$ cat config.mk
export PLATFORM = sky130hd
export DESIGN_NAME = msg_frame_parser
export DESIGN_NICKNAME = d
export VERILOG_FILES = /design/src/rtl/msg_frame_parser.sv
export SDC_FILE = /design/constraint.sdc
export NUM_CORES = 1
export LEC_CHECK = 0
export BUFFER_PORTS_ARGS = -buffer_cell sky130_fd_sc_hd__buf_2
export CORE_ASPECT_RATIO = 0.7
export CORE_MARGIN = 2
export CORE_UTILIZATION = 53
export DETAILED_ROUTE_END_ITERATION = 8
export HOLD_SLACK_MARGIN = 0.06
export PLACE_DENSITY_LB_ADDON = 0.15
export SLEW_MARGIN = 20
export SYNTH_ARGS = -nofsm -noshare
export SYNTH_HDL_FRONTEND = slang
export SYNTH_SLANG_ARGS = --single-unit
$ cat constraint.sdc
create_clock -name clk -period 2.8 [get_ports clk]
set_input_delay 0.56 -clock clk [delete_from_list [all_inputs] [get_ports clk]]
set_output_delay 0.56 -clock clk [all_outputs]
set_load 0.03 [all_outputs]
$ cat src/rtl/msg_frame_parser.sv
// Message frame parser: finds HDR0/HDR1 framed messages on the receive
// byte stream, checks length and checksum, streams payload, keeps stats.
module msg_frame_parser #(
    parameter logic [7:0] HDR0        = 8'h55,
    parameter logic [7:0] HDR1        = 8'hAA,
    parameter int         MAX_LEN     = 1024,
    parameter int         TIMEOUT_CYC = 4096
) (
    input  logic        clk,
    input  logic        rst_n,
    input  logic        rd_data_vld_i,
    input  logic [7:0]  rd_data_i,
    output logic        cmd_start_o,
    output logic [15:0] cmd_id_o,
    output logic [15:0] cmd_len_o,
    output logic        pld_vld_o,
    output logic [7:0]  pld_data_o,
    output logic        pld_last_o,
    output logic        frame_ok_o,
    output logic        frame_err_o,
    output logic [1:0]  err_code_o,
    output logic [15:0] frame_cnt_o,
    output logic [15:0] err_cnt_o
);

    localparam int          TW        = $clog2(TIMEOUT_CYC + 1);
    localparam logic [TW-1:0] TMO_END = TW'(TIMEOUT_CYC - 1);
    localparam logic [15:0] MAX_LEN_W = 16'(MAX_LEN);

    localparam logic [1:0] ERR_SUM = 2'd1;
    localparam logic [1:0] ERR_LEN = 2'd2;
    localparam logic [1:0] ERR_TMO = 2'd3;

    typedef enum logic [2:0] {
        IDLE,
        HEAD,
        CMDH,
        CMDL,
        LENH,
        LENL,
        PLD,
        SUM
    } state_t;

    state_t        state_q;
    logic [7:0]    cmd_h_q;
    logic [7:0]    cmd_l_q;
    logic [7:0]    len_h_q;
    logic [7:0]    sum_q;
    logic [15:0]   pld_cnt_q;
    logic [TW-1:0] tmo_q;

    logic [15:0] len_in;
    logic [15:0] pld_cnt_nxt;

    assign len_in      = {len_h_q, rd_data_i};
    assign pld_cnt_nxt = pld_cnt_q + 16'd1;

    function automatic logic [15:0] sat_inc(input logic [15:0] v);
        return (v == 16'hFFFF) ? v : v + 16'd1;
    endfunction

    // Frame state machine with registered outputs, checksum, timeout and stats
    always_ff @(posedge clk or negedge rst_n) begin
        if (!rst_n) begin
            state_q     <= IDLE;
            cmd_h_q     <= '0;
            cmd_l_q     <= '0;
            len_h_q     <= '0;
            sum_q       <= '0;
            pld_cnt_q   <= '0;
            tmo_q       <= '0;
            cmd_start_o <= 1'b0;
            cmd_id_o    <= '0;
            cmd_len_o   <= '0;
            pld_vld_o   <= 1'b0;
            pld_data_o  <= '0;
            pld_last_o  <= 1'b0;
            frame_ok_o  <= 1'b0;
            frame_err_o <= 1'b0;
            err_code_o  <= '0;
            frame_cnt_o <= '0;
            err_cnt_o   <= '0;
        end else begin
            cmd_start_o <= 1'b0;
            pld_vld_o   <= 1'b0;
            pld_last_o  <= 1'b0;
            frame_ok_o  <= 1'b0;
            frame_err_o <= 1'b0;
            if (rd_data_vld_i) begin
                tmo_q <= '0;
                unique case (state_q)
                    IDLE: begin
                        if (rd_data_i == HDR0)
                            state_q <= HEAD;
                    end
                    HEAD: begin
                        if (rd_data_i == HDR1) begin
                            state_q <= CMDH;
                            sum_q   <= '0;
                        end else if (rd_data_i != HDR0) begin
                            state_q <= IDLE;
                        end
                    end
                    CMDH: begin
                        cmd_h_q <= rd_data_i;
                        sum_q   <= sum_q + rd_data_i;
                        state_q <= CMDL;
                    end
                    CMDL: begin
                        cmd_l_q <= rd_data_i;
                        sum_q   <= sum_q + rd_data_i;
                        state_q <= LENH;
                    end
                    LENH: begin
                        len_h_q <= rd_data_i;
                        sum_q   <= sum_q + rd_data_i;
                        state_q <= LENL;
                    end
                    LENL: begin
                        sum_q     <= sum_q + rd_data_i;
                        pld_cnt_q <= '0;
                        if (len_in > MAX_LEN_W) begin
                            frame_err_o <= 1'b1;
                            err_code_o  <= ERR_LEN;
                            err_cnt_o   <= sat_inc(err_cnt_o);
                            state_q     <= IDLE;
                        end else begin
                            cmd_start_o <= 1'b1;
                            cmd_id_o    <= {cmd_h_q, cmd_l_q};
                            cmd_len_o   <= len_in;
                            state_q     <= (len_in == 16'd0) ? SUM : PLD;
                        end
                    end
                    PLD: begin
                        sum_q      <= sum_q + rd_data_i;
                        pld_vld_o  <= 1'b1;
                        pld_data_o <= rd_data_i;
                        pld_cnt_q  <= pld_cnt_nxt;
                        if (pld_cnt_nxt == cmd_len_o) begin
                            pld_last_o <= 1'b1;
                            state_q    <= SUM;
                        end
                    end
                    SUM: begin
                        if (rd_data_i == sum_q) begin
                            frame_ok_o  <= 1'b1;
                            frame_cnt_o <= sat_inc(frame_cnt_o);
                        end else begin
                            frame_err_o <= 1'b1;
                            err_code_o  <= ERR_SUM;
                            err_cnt_o   <= sat_inc(err_cnt_o);
                        end
                        state_q <= IDLE;
                    end
                    default: state_q <= IDLE;
                endcase
            end else if (state_q != IDLE) begin
                if (tmo_q == TMO_END) begin
                    frame_err_o <= 1'b1;
                    err_code_o  <= ERR_TMO;
                    err_cnt_o   <= sat_inc(err_cnt_o);
                    tmo_q       <= '0;
                    state_q     <= IDLE;
                end else begin
                    tmo_q <= tmo_q + TW'(1);
                end
            end
        end
    end

endmodule

# Word-level counts from Yosys, hierarchy flattened
# Cells that the tools add are included.
# totals
regBits	143
inputBits	11
out_inout_bits	79
elab_cells	112
# classes
add_sub_neg	5
n_lt_le_gt_ge	1
eq_ne	22
mux	46
bitwise	2
n_reduce_logical	18
# ops
cell	count
two-way mux 16 bit	6
one-hot mux 16 bit (2 select lines)	2
adder 16 x 1 -> 16 bit (second input constant)	3
two-way mux 13 bit	3
equality test 16 bit (second input constant)	2
two-way mux 3 bit	8
one-hot mux 3 bit (8 select lines)	1
two-way mux 1 bit	17
equality test 16 bit	1
greater-than comparator 16 x 11 -> 1 bit (second input constant)	1
logical NOT 16 bit	1
one-hot mux 8 bit (2 select lines)	1
adder 13 x 1 -> 13 bit (second input constant)	1
equality test 13 x 12 -> 1 bit (second input constant)	1
equality test 3 bit (second input constant)	4
inequality test 3 bit (second input constant)	4
two-way mux 2 bit	5
AND reduction 2 bit	5
AND reduction 5 bit	2
adder 8 bit	1
equality test 8 x 7 -> 1 bit (second input constant)	1
equality test 8 bit	1
equality test 8 bit (second input constant)	1
two-way mux 8 bit	1
other kinds (15)	21

# Depth between registers and ports, before layout
# Gate-level depths: netlist of run 1.
# depth
ltp_word	5
depth_mapped	10
depth_no_buf	10

# Worst setup path after synthesis of run 1
# Ideal clock, no wire load.
# synth_timing
kind	input port to flip-flop
from	in rd_data_i[1]
to	reg err_cnt_o[3]
setup_time_ps	138
arrival_ps	2406
path_slack_ps	256
path_stages	8
n_path_buf	1
path_cell_list	or4_1 or4_4 a21oi_4 o211ai_4 o31ai_4 buf_8 nor2_1 xor2_1
# synth_via
elab_chain_cells	3
elab_cells_between_ends	5
cone_classes	order compare (1); eq/ne (3); reduce/logical (1)
# synth_rtl
item	line_no	text
start, declared	12	input logic [7:0] rd_data_i,
greater-than comparator 16 x 11 -> 1 bit / equality test 8 bit (equally long branches)	123, 146	
inequality test 3 bit (no source line)	--	
AND reduction 5 bit (no source line) (*)	--	
end signal, assigned	126	err_cnt_o <= sat_inc(err_cnt_o);
end signal, assigned	152	err_cnt_o <= sat_inc(err_cnt_o);
end signal, assigned	162	err_cnt_o <= sat_inc(err_cnt_o);
end, declared	23	output logic [15:0] err_cnt_o
# Mark *: on every way between the ends. The rest lies on a longest branch, timed or not.
# A chain may end at the register's enable or synchronous reset.

# Final worst setup path of run 1
# layout_timing
from	reg tmo_q[0]
to	reg err_cnt_o[13]
# layout_via
elab_chain_cells	3
# layout_rtl
item	line_no	text
start, declared	51	logic [TW-1:0] tmo_q;
start signal, assigned	166	tmo_q <= tmo_q + TW'(1);
equality test 13 x 12 -> 1 bit	159	if (tmo_q == TMO_END) begin
nonzero test 2 bit (no source line)	--	
AND reduction 5 bit (no source line)	--	
# No other way between the ends.

==> results of run 1 <==
## how the worst max path moves through the flow
stage                             from             to  slack (ns)
after floorplan           rd_data_i[1]   err_cnt_o[3]        0.26
after global placement    rd_data_i[1]   err_cnt_o[7]        0.06
after detailed placement  rd_data_i[1]       sum_q[7]        0.02
after CTS                     tmo_q[0]  err_cnt_o[13]        0.17
after global routing      pld_cnt_q[0]     state_q[0]        0.04
final                         tmo_q[0]  err_cnt_o[13]        0.16
## area by class of cell
cell class,instances,share of cell area [%]
repair buffers,117,8.24
flip-flops and latches,143,42.9
multi-input cells,493,38.2
clock inverters,13,2.22
inverters,12,0.540
well taps,162,2.43
clock buffers,19,5.43
## critical path: cells and delay by family (launching register included)
kind,cells,cell delay (ns)
DFF,1,0.39
xor gates and xnor gates,1,0.18
adders and majority gates,1,0.23
and+or+nand+nor,4,1.37
AOI/OAI and AO/OA,2,0.39
## stage by stage
stage,instance area [µm²],std cells,power [µW]
floorplan,6910,670,2200
global placement,7690,927,2300
detailed placement,7690,927,2310
CTS,8330,959,4720
global route,8340,959,4840
finish,8340,959,4700
## power by group through the flow
stage                     combinational, µW  clock (µW)  sequential [µW]
after CTS                               173        2450             2100
after detailed placement                172           0             2130
after global routing                    191        2550             2100
after floorplan                        55.7           0             2140
final                                   172        2440             2100
after global placement                  167           0             2130
## synthesized netlist by cell type, drive strengths merged, types with 11 or more instances
cell	n	area, µm²
o31ai	15	131
inv	11	41.3
nand4	15	93.8
xor2	30	263
a21oi	14	81.3
o21ai	37	185
mux2	35	394
nor3	17	120
xnor2	36	315
nor2	38	143
dfrtp	143	3580
nand3	31	160
clkbuf	16	60.1
ha	11	138
nand2	129	489
## timing repair
item,4_1_cts,5_1_grt
endpoints found under the setup margin,0,1
gates resized for setup,0,1
hold endpoints to repair,0,0
## registers in the layout (all words and copies together), names as in the netlist, 13 cells and up
name         count
tmo_q           13
cmd_len_o       16
cmd_id_o        16
frame_cnt_o     16
err_cnt_o       16
pld_cnt_q       16
## layer usage
metal  track usage [%]  up-vias  part of all wire, %
li1                  -     2563                    -
met1              38.1     2700                   49
met2              36.6      186                   43
met3              5.20       28                  6.3
met4              6.85        0                  1.4
met5                 0        -                    0
## cell families (layout without fill, tap and decap cells)
kind of cell / Yosys count / after routing / share of synthesized area [%]
AO/OA/AOI/OAI: 91 / 91 / 8.82
XOR/XNOR: 66 / 66 / 8.37
adder cells (fa/ha/maj): 12 / 12 / 2.28
buffers and inverters: 34 / 161 / 2.21
flip-flops: 143 / 143 / 51.8
multiplexers: 38 / 38 / 6.14
AND/OR/NAND/NOR: 286 / 286 / 20.4
==> impl_metrics.py, run 1 <==
metrics = {
    "logic_synthesis": {
        "synth-edff-count": 0,
        "syn_nets": 693,
        "synth_area_per_cell_um2": 10.3,
        "yosysSeqAreaShare_pct": 51.8,
        "synth_flop_cell": "dfrtp_1",
        "ys_async_sr_fraction_pct": 100,
        "synth_cell_types": 60,
        "synthesis.instances": 670,
        "netlist_area_um2": 6910,
        "yosys_register_bits": 143,
        "synth_warnings": 0,
    },
    "routing": {
        "drt_iter0_markers": 495,
        "wl_per_cell_um": 17.8,
        "drc": 0,
        "finalWirelength_um": 17100,
        "vias": 5477,
        "viasPerCell": 5.71,
        "ant_nets": 0,
        "first_pass_iters": 7,
    },
    "timing": {
        "skew_ns": 0.0103,
        "setup_viol_count_final": 0,
        "fin_crit_ns": 2.64,
        "slew_headroom_pct": 24.9,
        "rsz0062_at_grt": "false",
        "setup_ws_ns": 0.157,
        "timing.final.crit_share_pct": 94.4,
        "finalSetupTns_ns": 0,
        "hold_viol": 0,
        "max_slew.worst_pin.slew_ns": 1.12,
        "drv_slew": 0,
        "fmax_mhz": 378,
        "finalHoldWorstSlack_ns": 0.108,
    },
    "finish": {
        "final_cell_mix": "143 x dfrtp_1, 127 x nand2_1, 88 x buf_2",
        "layout_commonest_cell": "dfrtp_1",
        "fillers": 980,
        "regArea_um2": 3580,
        "diodes": 0,
        "nNetsFinal": 807,
        "area_growth_pct": 20.6,
        "drive_gt1_share_pct": 25.1,
        "multiInputGateArea_um2": 3180,
        "fin_util_pct": 66.2,
    },
    "setup_path": {
        "cp-end-kind": "flop",
        "timing.rr.start": "tmo_q[0]",
        "crit_arrival_ns": 2.98,
        "r2r_end": "err_cnt_o[13]",
        "rrSetupSlack_ns": 0.16,
        "worstPathRequired_ns": 3.13,
        "critPathMaxStageDelay_ns": 0.49,
        "critPathMaxFanout": 13,
        "path_common_cell": "or4_4",
        "path_class": "flop to flop",
        "cp_cell_sequence": "ha_1, nand2_2, or4_4, or4_4, o211ai_4, o31ai_4, nor4_1, xor2_1",
        "slowest_stage": "or4_4",
        "start_kind": "flop",
        "reg2reg_depth": 8,
    },
    "run": {
        "max_cap_violations": 0,
    },
    "floorplanning": {
        "fp.dieH_um": 99.5,
        "initial_core_util_pct": 54.9,
        "dieArea_um2": 14000,
        "pin_count": 90,
        "num_rows": 34,
        "core-area_um2": 12600,
        "dieWidth_um": 140,
    },
    "grt": {
        "grt_max_degree": 57,
        "grt_usage_pct": 25.0,
        "overflow": 0,
        "antenna_found_initial": 0,
        "grt_pass1_vias": 5336,
        "grt_pass1_wl_um": 27500,
    },
    "placed_design": {
        "hpwl_um": 11800,
        "preCtsSetupSlack_ns": 0.0179,
        "io_buffers": 89,
        "routabilityCongestion": 0.865,
    },
    "pwr": {
        "clkPwrFrac_pct": 51.8,
        "power_density_nw_per_um2": 564,
        "max-vdd-ir-drop_uv": 393,
        "switchingPower_uw": 1030,
        "p_int_uw": 3670,
        "cellLeakagePower_uw": 0.00420,
        "comb_power_share_pct": 3.7,
        "seqPwrFrac_pct": 44.6,
        "sw_frac_of_total_pct": 21.9,
    },
    "clocking": {
        "cts_buffers": 17,
        "clk_path_buf_depth": 2,
        "cts.sinks": 143,
        "clockRootBuffer": "clkbuf_16",
        "postCtsSetupRepairBufs": 0,
        "clkTransAtPathRegs_ns": 0.06,
        "clk_latency_ns": 0.42,
        "ctsHoldBuffers": 0,
        "htreeDepth": 4,
        "cts_tree": "yes",
    },
    "worst_hold_path": {
        "hold_class": "primary input to asynchronous set/reset pin",
    },
    "outcome": {
        "status": "finished, final reports clean",
    },
}
Note: power is estimated with default switching activity, not from simulation.
==> run 2: changes to the inputs <==
--- a/config.mk
+++ b/config.mk
@@ -8,7 +8,7 @@
 export BUFFER_PORTS_ARGS = -buffer_cell sky130_fd_sc_hd__buf_2
 export CORE_ASPECT_RATIO = 0.7
 export CORE_MARGIN = 2
-export CORE_UTILIZATION = 53
+export CORE_UTILIZATION = 45
 export DETAILED_ROUTE_END_ITERATION = 8
 export HOLD_SLACK_MARGIN = 0.06
 export PLACE_DENSITY_LB_ADDON = 0.15
==> constraint.sdc (replaced) <==
create_clock -name clk -period 2.4 [get_ports clk]
set_input_delay 0.48 -clock clk [delete_from_list [all_inputs] [get_ports clk]]
set_output_delay 0.48 -clock clk [all_outputs]
set_load 0.03 [all_outputs]
==> run 2 against run 1 <==
Net effect:
- the run now ends with negative setup slack left
- utilization shrank 6.8 points
- first-iteration DRC count shrank 27%
- via count grew 3.2%
- largest power group unchanged
==> impl_metrics.py, run 2 (synthesized netlist as in run 1, its figures left out) <==
metrics = {
    "floorplanning": {
        "dieArea_um2": 16400,
        "dieWidth_um": 152,
        "pin_count": 90,
        "core-area_um2": 14900,
        "initial_core_util_pct": 46.5,
        "num_rows": 37,
        "fp.dieH_um": 108,
    },
    "timing": {
        "timing.final.crit_share_pct": 101,
        "slew_headroom_pct": 54.7,
        "hold_viol": 0,
        "fin_crit_ns": 2.43,
        "fmax_mhz": 412,
        "skew_ns": 0.00641,
        "drv_slew": 0,
        "rsz0062_at_grt": "true",
        "max_slew.worst_pin.slew_ns": 0.675,
        "setup_viol_count_final": 1,
        "finalHoldWorstSlack_ns": 0.335,
        "setup_ws_ns": -0.0274,
    },
    "setup_path": {
        "path_common_cell": "or4_4",
        "slowest_stage": "or4_4",
        "rrSetupSlack_ns": -0.03,
        "cp-end-kind": "flop",
        "critPathTopFamily": "simple AND/OR/NAND/NOR gates",
        "critPathMaxStageDelay_ns": 0.48,
        "critPathBufInv": 0,
        "path_class": "flop to flop",
        "crit_path_start": "tmo_q[0]",
        "cp_cell_sequence": "ha_2, nand2_2, or4_4, or4_4, o211ai_4, o31ai_2, nor3_2, xor2_1",
        "worstPathRequired_ns": 2.74,
        "crit_arrival_ns": 2.76,
        "start_kind": "flop",
        "critPathMaxFanout": 5,
        "timing.rr.start": "tmo_q[0]",
    },
    "worst_hold_path": {
        "hold_class": "primary input to flop",
        "hp-start": "rd_data_vld_i",
    },
    "finish": {
        "multiInputGateArea_um2": 3290,
        "fin_cells": 1038,
        "fillers": 1256,
        "diodes": 0,
        "fin_util_pct": 59.4,
        "layout_commonest_cell": "dfrtp_1",
        "nNetsFinal": 853,
        "regArea_um2": 3580,
        "drive_gt1_share_pct": 30.8,
        "area_growth_pct": 27.7,
        "final_cell_mix": "141 x dfrtp_1, 126 x nand2_1, 88 x buf_2",
    },
    "pwr": {
        "power_density_nw_per_um2": 613,
        "seqPwrFrac_pct": 45.2,
        "comb_power_share_pct": 4.2,
        "clkPwrFrac_pct": 50.6,
        "switchingPower_uw": 1250,
        "p_int_uw": 4160,
        "max-vdd-ir-drop_uv": 380,
        "cellLeakagePower_uw": 0.00448,
        "sw_frac_of_total_pct": 23.1,
    },
    "grt": {
        "grt_max_degree": 50,
        "overflow": 0,
        "grt_pass1_wl_um": 28300,
        "grt_pass1_vias": 5518,
        "grt_usage_pct": 22.0,
        "antenna_found_initial": 0,
    },
    "routing": {
        "vias": 5655,
        "ant_nets": 0,
        "wl_per_cell_um": 16.8,
        "drt_iter0_markers": 359,
        "viasPerCell": 5.45,
        "drc": 0,
        "first_pass_iters": 5,
        "finalWirelength_um": 17500,
    },
    "clocking": {
        "htreeDepth": 4,
        "clk_path_buf_depth": 2,
        "cts_buffers": 17,
        "clockRootBuffer": "clkbuf_16",
        "clk_latency_ns": 0.43,
        "clkTransAtPathRegs_ns": 0.06,
        "cts.sinks": 143,
        "cts_tree": "yes",
    },
    "outcome": {
        "status": "finished, violations left",
        "violations": "negative setup slack",
    },
    "placed_design": {
        "place_inst": 998,
        "hpwl_um": 12600,
        "preCtsSetupSlack_ns": -0.243,
        "routabilityCongestion": 0.862,
        "io_buffers": 89,
    },
    "run": {
        "max_cap_violations": 0,
    },
}
==> run 2: power groups by stage <==
stage                     Sequential, µW  Clock (µW)  Combinational, µW
final                               2440        2730                227
after global routing                2440        2880                251
after CTS                           2440        2770                228
after detailed placement            2490           0                225
after global placement              2490           0                219
after floorplan                     2500           0               65.4
==> run 2: worst paths after layout <==
kind | cells after the start | end
min reg2reg | 2 | cmd_id_o[6]
max in group asynchronous | 3 | cmd_id_o[15]
max | 8 | err_cnt_o[9]
min | 2 | tmo_q[1]
min in group asynchronous | 2 | cmd_len_o[12]
max reg2reg | 8 | err_cnt_o[9]
==> run 2: final cells by class <==
class,instances,area share (%)
well taps,195,2.77
inverters,12,0.511
flip-flops and latches,143,40.6
clock inverters,14,2.07
repair buffers,162,11.9
clock buffers,18,4.87
multi-input cells,494,37.3
==> run 2: worst reg2reg max path: stages (launching register included) <==
cell and delay, ns:
dfrtp_1 0.35, ha_2 0.19, nand2_2 0.06, or4_4 0.48, or4_4 0.46, o211ai_4 0.14
o31ai_2 0.21, nor3_2 0.24, xor2_1 0.22
==> run 2: repair_timing <==
action	CTS	global route
endpoints found under the hold margin	44	0
pin swaps	0	6
hold buffers	1	0
resized for setup	2	21
endpoints found under the setup margin	3	38
setup buffers	3	3
gates cloned	1	0
==> run 2: metal layers <==
metal	vias to the layer above	global-route usage, %	part of all wire [%]
met5	-	0	0
li1	2665	-	-
met1	2816	32.7	50
met2	158	31.7	43
met4	0	7.08	1.1
met3	16	5.43	5.0
==> run 2: through the flow <==
stage	setup TNS, ns	power (µW)	instance area (µm²)
2_1_floorplan	-0.114	2570	6910
3_3_place_gp	-6.68	2710	8030
3_5_place_dp	-8.91	2710	8030
4_1_cts	-0.0154	5440	8700
5_1_grt	-0.722	5580	8820
6_report	-0.0274	5400	8820
==> run 3: changes to the inputs <==
--- a/config.mk
+++ b/config.mk
@@ -12,6 +12,7 @@
 export DETAILED_ROUTE_END_ITERATION = 8
 export HOLD_SLACK_MARGIN = 0.06
 export PLACE_DENSITY_LB_ADDON = 0.15
+export SETUP_SLACK_MARGIN = 0.3
 export SLEW_MARGIN = 20
 export SYNTH_ARGS = -nofsm -noshare
 export SYNTH_HDL_FRONTEND = slang
==> run 3 against run 2 <==
Net effect:
- the run still ends with negative setup slack left
- fmax about the same
- wire length increased by 6.4%
- total power increased by 0.71%
- via count increased by 2.4%
- global-route usage increased by 0.73 points
- critical endpoint is now err_cnt_o[13]
- register-to-register slack about the same
- sequential power about the same
==> impl_metrics.py, run 3 (synthesized netlist as in run 1, its figures left out) <==
metrics = {
    "routing": {
        "first_pass_iters": 4,
        "vias": 5792,
        "drc": 0,
        "wl_per_cell_um": 17.5,
        "viasPerCell": 5.44,
        "ant_nets": 0,
        "drt_iter0_markers": 261,
        "finalWirelength_um": 18600,
    },
    "pwr": {
        "power_density_nw_per_um2": 560,
        "cellLeakagePower_uw": 0.00484,
        "max-vdd-ir-drop_uv": 444,
    },
    "setup_path": {
        "start_kind": "flop",
        "cp_cell_sequence": "ha_2, nand2_2, or4_4, or4_4, o211ai_4, o31ai_4, nor4_2, xor2_1",
        "rrSetupSlack_ns": -0.03,
        "worstPathRequired_ns": 2.74,
        "critPathMaxFanout": 6,
        "cp-end-kind": "flop",
        "critPathTopFamily": "simple AND/OR/NAND/NOR gates",
        "crit_arrival_ns": 2.77,
        "critPathMaxStageDelay_ns": 0.48,
        "path_class": "flop to flop",
        "slowest_stage": "or4_4",
        "critPathBufInv": 0,
        "path_common_cell": "or4_4",
    },
    "clocking": {
        "cts_tree": "yes",
        "clk_latency_ns": 0.42,
        "clkTransAtPathRegs_ns": 0.06,
        "htreeDepth": 4,
        "clockRootBuffer": "clkbuf_16",
        "clk_path_buf_depth": 2,
        "cts_buffers": 17,
        "cts.sinks": 143,
    },
    "placed_design": {
        "io_buffers": 89,
        "hpwl_um": 12200,
        "place_inst": 993,
        "routabilityCongestion": 0.843,
        "preCtsSetupSlack_ns": -0.350,
    },
    "grt": {
        "grt_pass1_vias": 5539,
        "overflow": 0,
        "grt_usage_pct": 22.7,
        "antenna_found_initial": 0,
        "grt_max_degree": 57,
        "grt_pass1_wl_um": 29100,
    },
    "run": {
        "max_cap_violations": 0,
    },
    "finish": {
        "nNetsFinal": 881,
        "diodes": 0,
        "regArea_um2": 3590,
        "area_growth_pct": 40.6,
        "fin_cells": 1065,
        "fillers": 1111,
        "final_cell_mix": "136 x dfrtp_1, 96 x nand2_1, 84 x buf_2",
        "drive_gt1_share_pct": 42.9,
        "multiInputGateArea_um2": 3790,
        "layout_commonest_cell": "dfrtp_1",
    },
    "timing": {
        "skew_ns": 0.00802,
        "rsz0062_at_grt": "true",
        "setup_ws_ns": -0.0270,
        "fin_crit_ns": 2.43,
        "timing.final.crit_share_pct": 101,
        "setup_viol_count_final": 2,
        "hold_viol": 0,
        "drv_slew": 0,
        "slew_headroom_pct": 48.4,
        "fmax_mhz": 412,
        "max_slew.worst_pin.slew_ns": 0.769,
    },
    "floorplanning": {
        "core-area_um2": 14900,
        "initial_core_util_pct": 46.5,
        "fp.dieH_um": 108,
        "dieArea_um2": 16400,
        "dieWidth_um": 152,
        "num_rows": 37,
        "pin_count": 90,
    },
    "outcome": {
        "status": "finished, violations left",
        "violations": "negative setup slack",
    },
    "worst_hold_path": {
        "hold_class": "primary input to flop",
    },
}
## run 3: cell types whose count changed in the layout (fill, tap and decap cells not counted), moves of 10 or more
cell / change
nand2_4: +12
nand2_2: +18
nand2_1: -30
buf_4: +14
mux2_4: +12
buf_6: +10
## run 3: area by class of cell
class / instances / area share, %
inverters: 12 / 0.734
repair inverters: 2 / 0.335
repair buffers: 188 / 14.3
multi-input cells: 494 / 39.0
well taps: 195 / 2.51
flip-flops and latches: 143 / 36.9
clock buffers: 21 / 4.84
clock inverters: 10 / 1.39
## run 3: path summary, 6_finish.rpt
check / from / end / cells past startpoint
worst max register to register: tmo_q[1] / err_cnt_o[13] / 8
worst min register to register: err_code_o[1] / err_code_o[1] / 1
min in group asynchronous: rst_n / pld_cnt_q[7] / 2
worst max-delay path: tmo_q[1] / err_cnt_o[13] / 8
max in group asynchronous: rst_n / state_q[1] / 3
worst min-delay path: rd_data_vld_i / state_q[0] / 3
## run 3: worst min-delay path, delay by kind of cell
family / cells / cell delay, ns
buffers and inverters: 1 / 0.17
AOI/OAI and AO/OA: 2 / 0.17
## run 3: metal layers
metal  track usage (%)  routed length, µm
met5                 0                  0
met4              6.94                198
met3              5.11                800
met2              33.4               8300
met1              33.7               9290
## run 3: where the power goes
group	internal [µW]	leakage [µW]	total (µW)	switching (µW)
Sequential	2430	0.00195	2450	18.1
Combinational	93.6	0.00259	260	166
Clock	1710	0.000299	2740	1030
## run 3: metrics by stage
step	power, µW	hold WS [ns]	instance area (µm²)	util, %	TNS [ns]
2_1_floorplan	2570	0.184	6960	-	-0.165
3_3_place_gp	2700	0.455	8040	54.1	-10.87
3_5_place_dp	2710	0.458	8040	54.1	-11.97
4_1_cts	5460	0.435	9200	61.9	-0.0541
5_1_grt	5610	0.451	9710	65.4	-0.754
6_report	5440	0.447	9710	65.4	-0.0415
## run 3: timing repair
action / 4_1_cts / 5_1_grt
hold buffers: 1 / 0
setup endpoints to repair: 73 / 76
pin swaps: 22 / 63
gates resized for setup: 62 / 97
cloned: 3 / 4
endpoints found under the hold margin: 52 / 0
setup buffers: 23 / 10
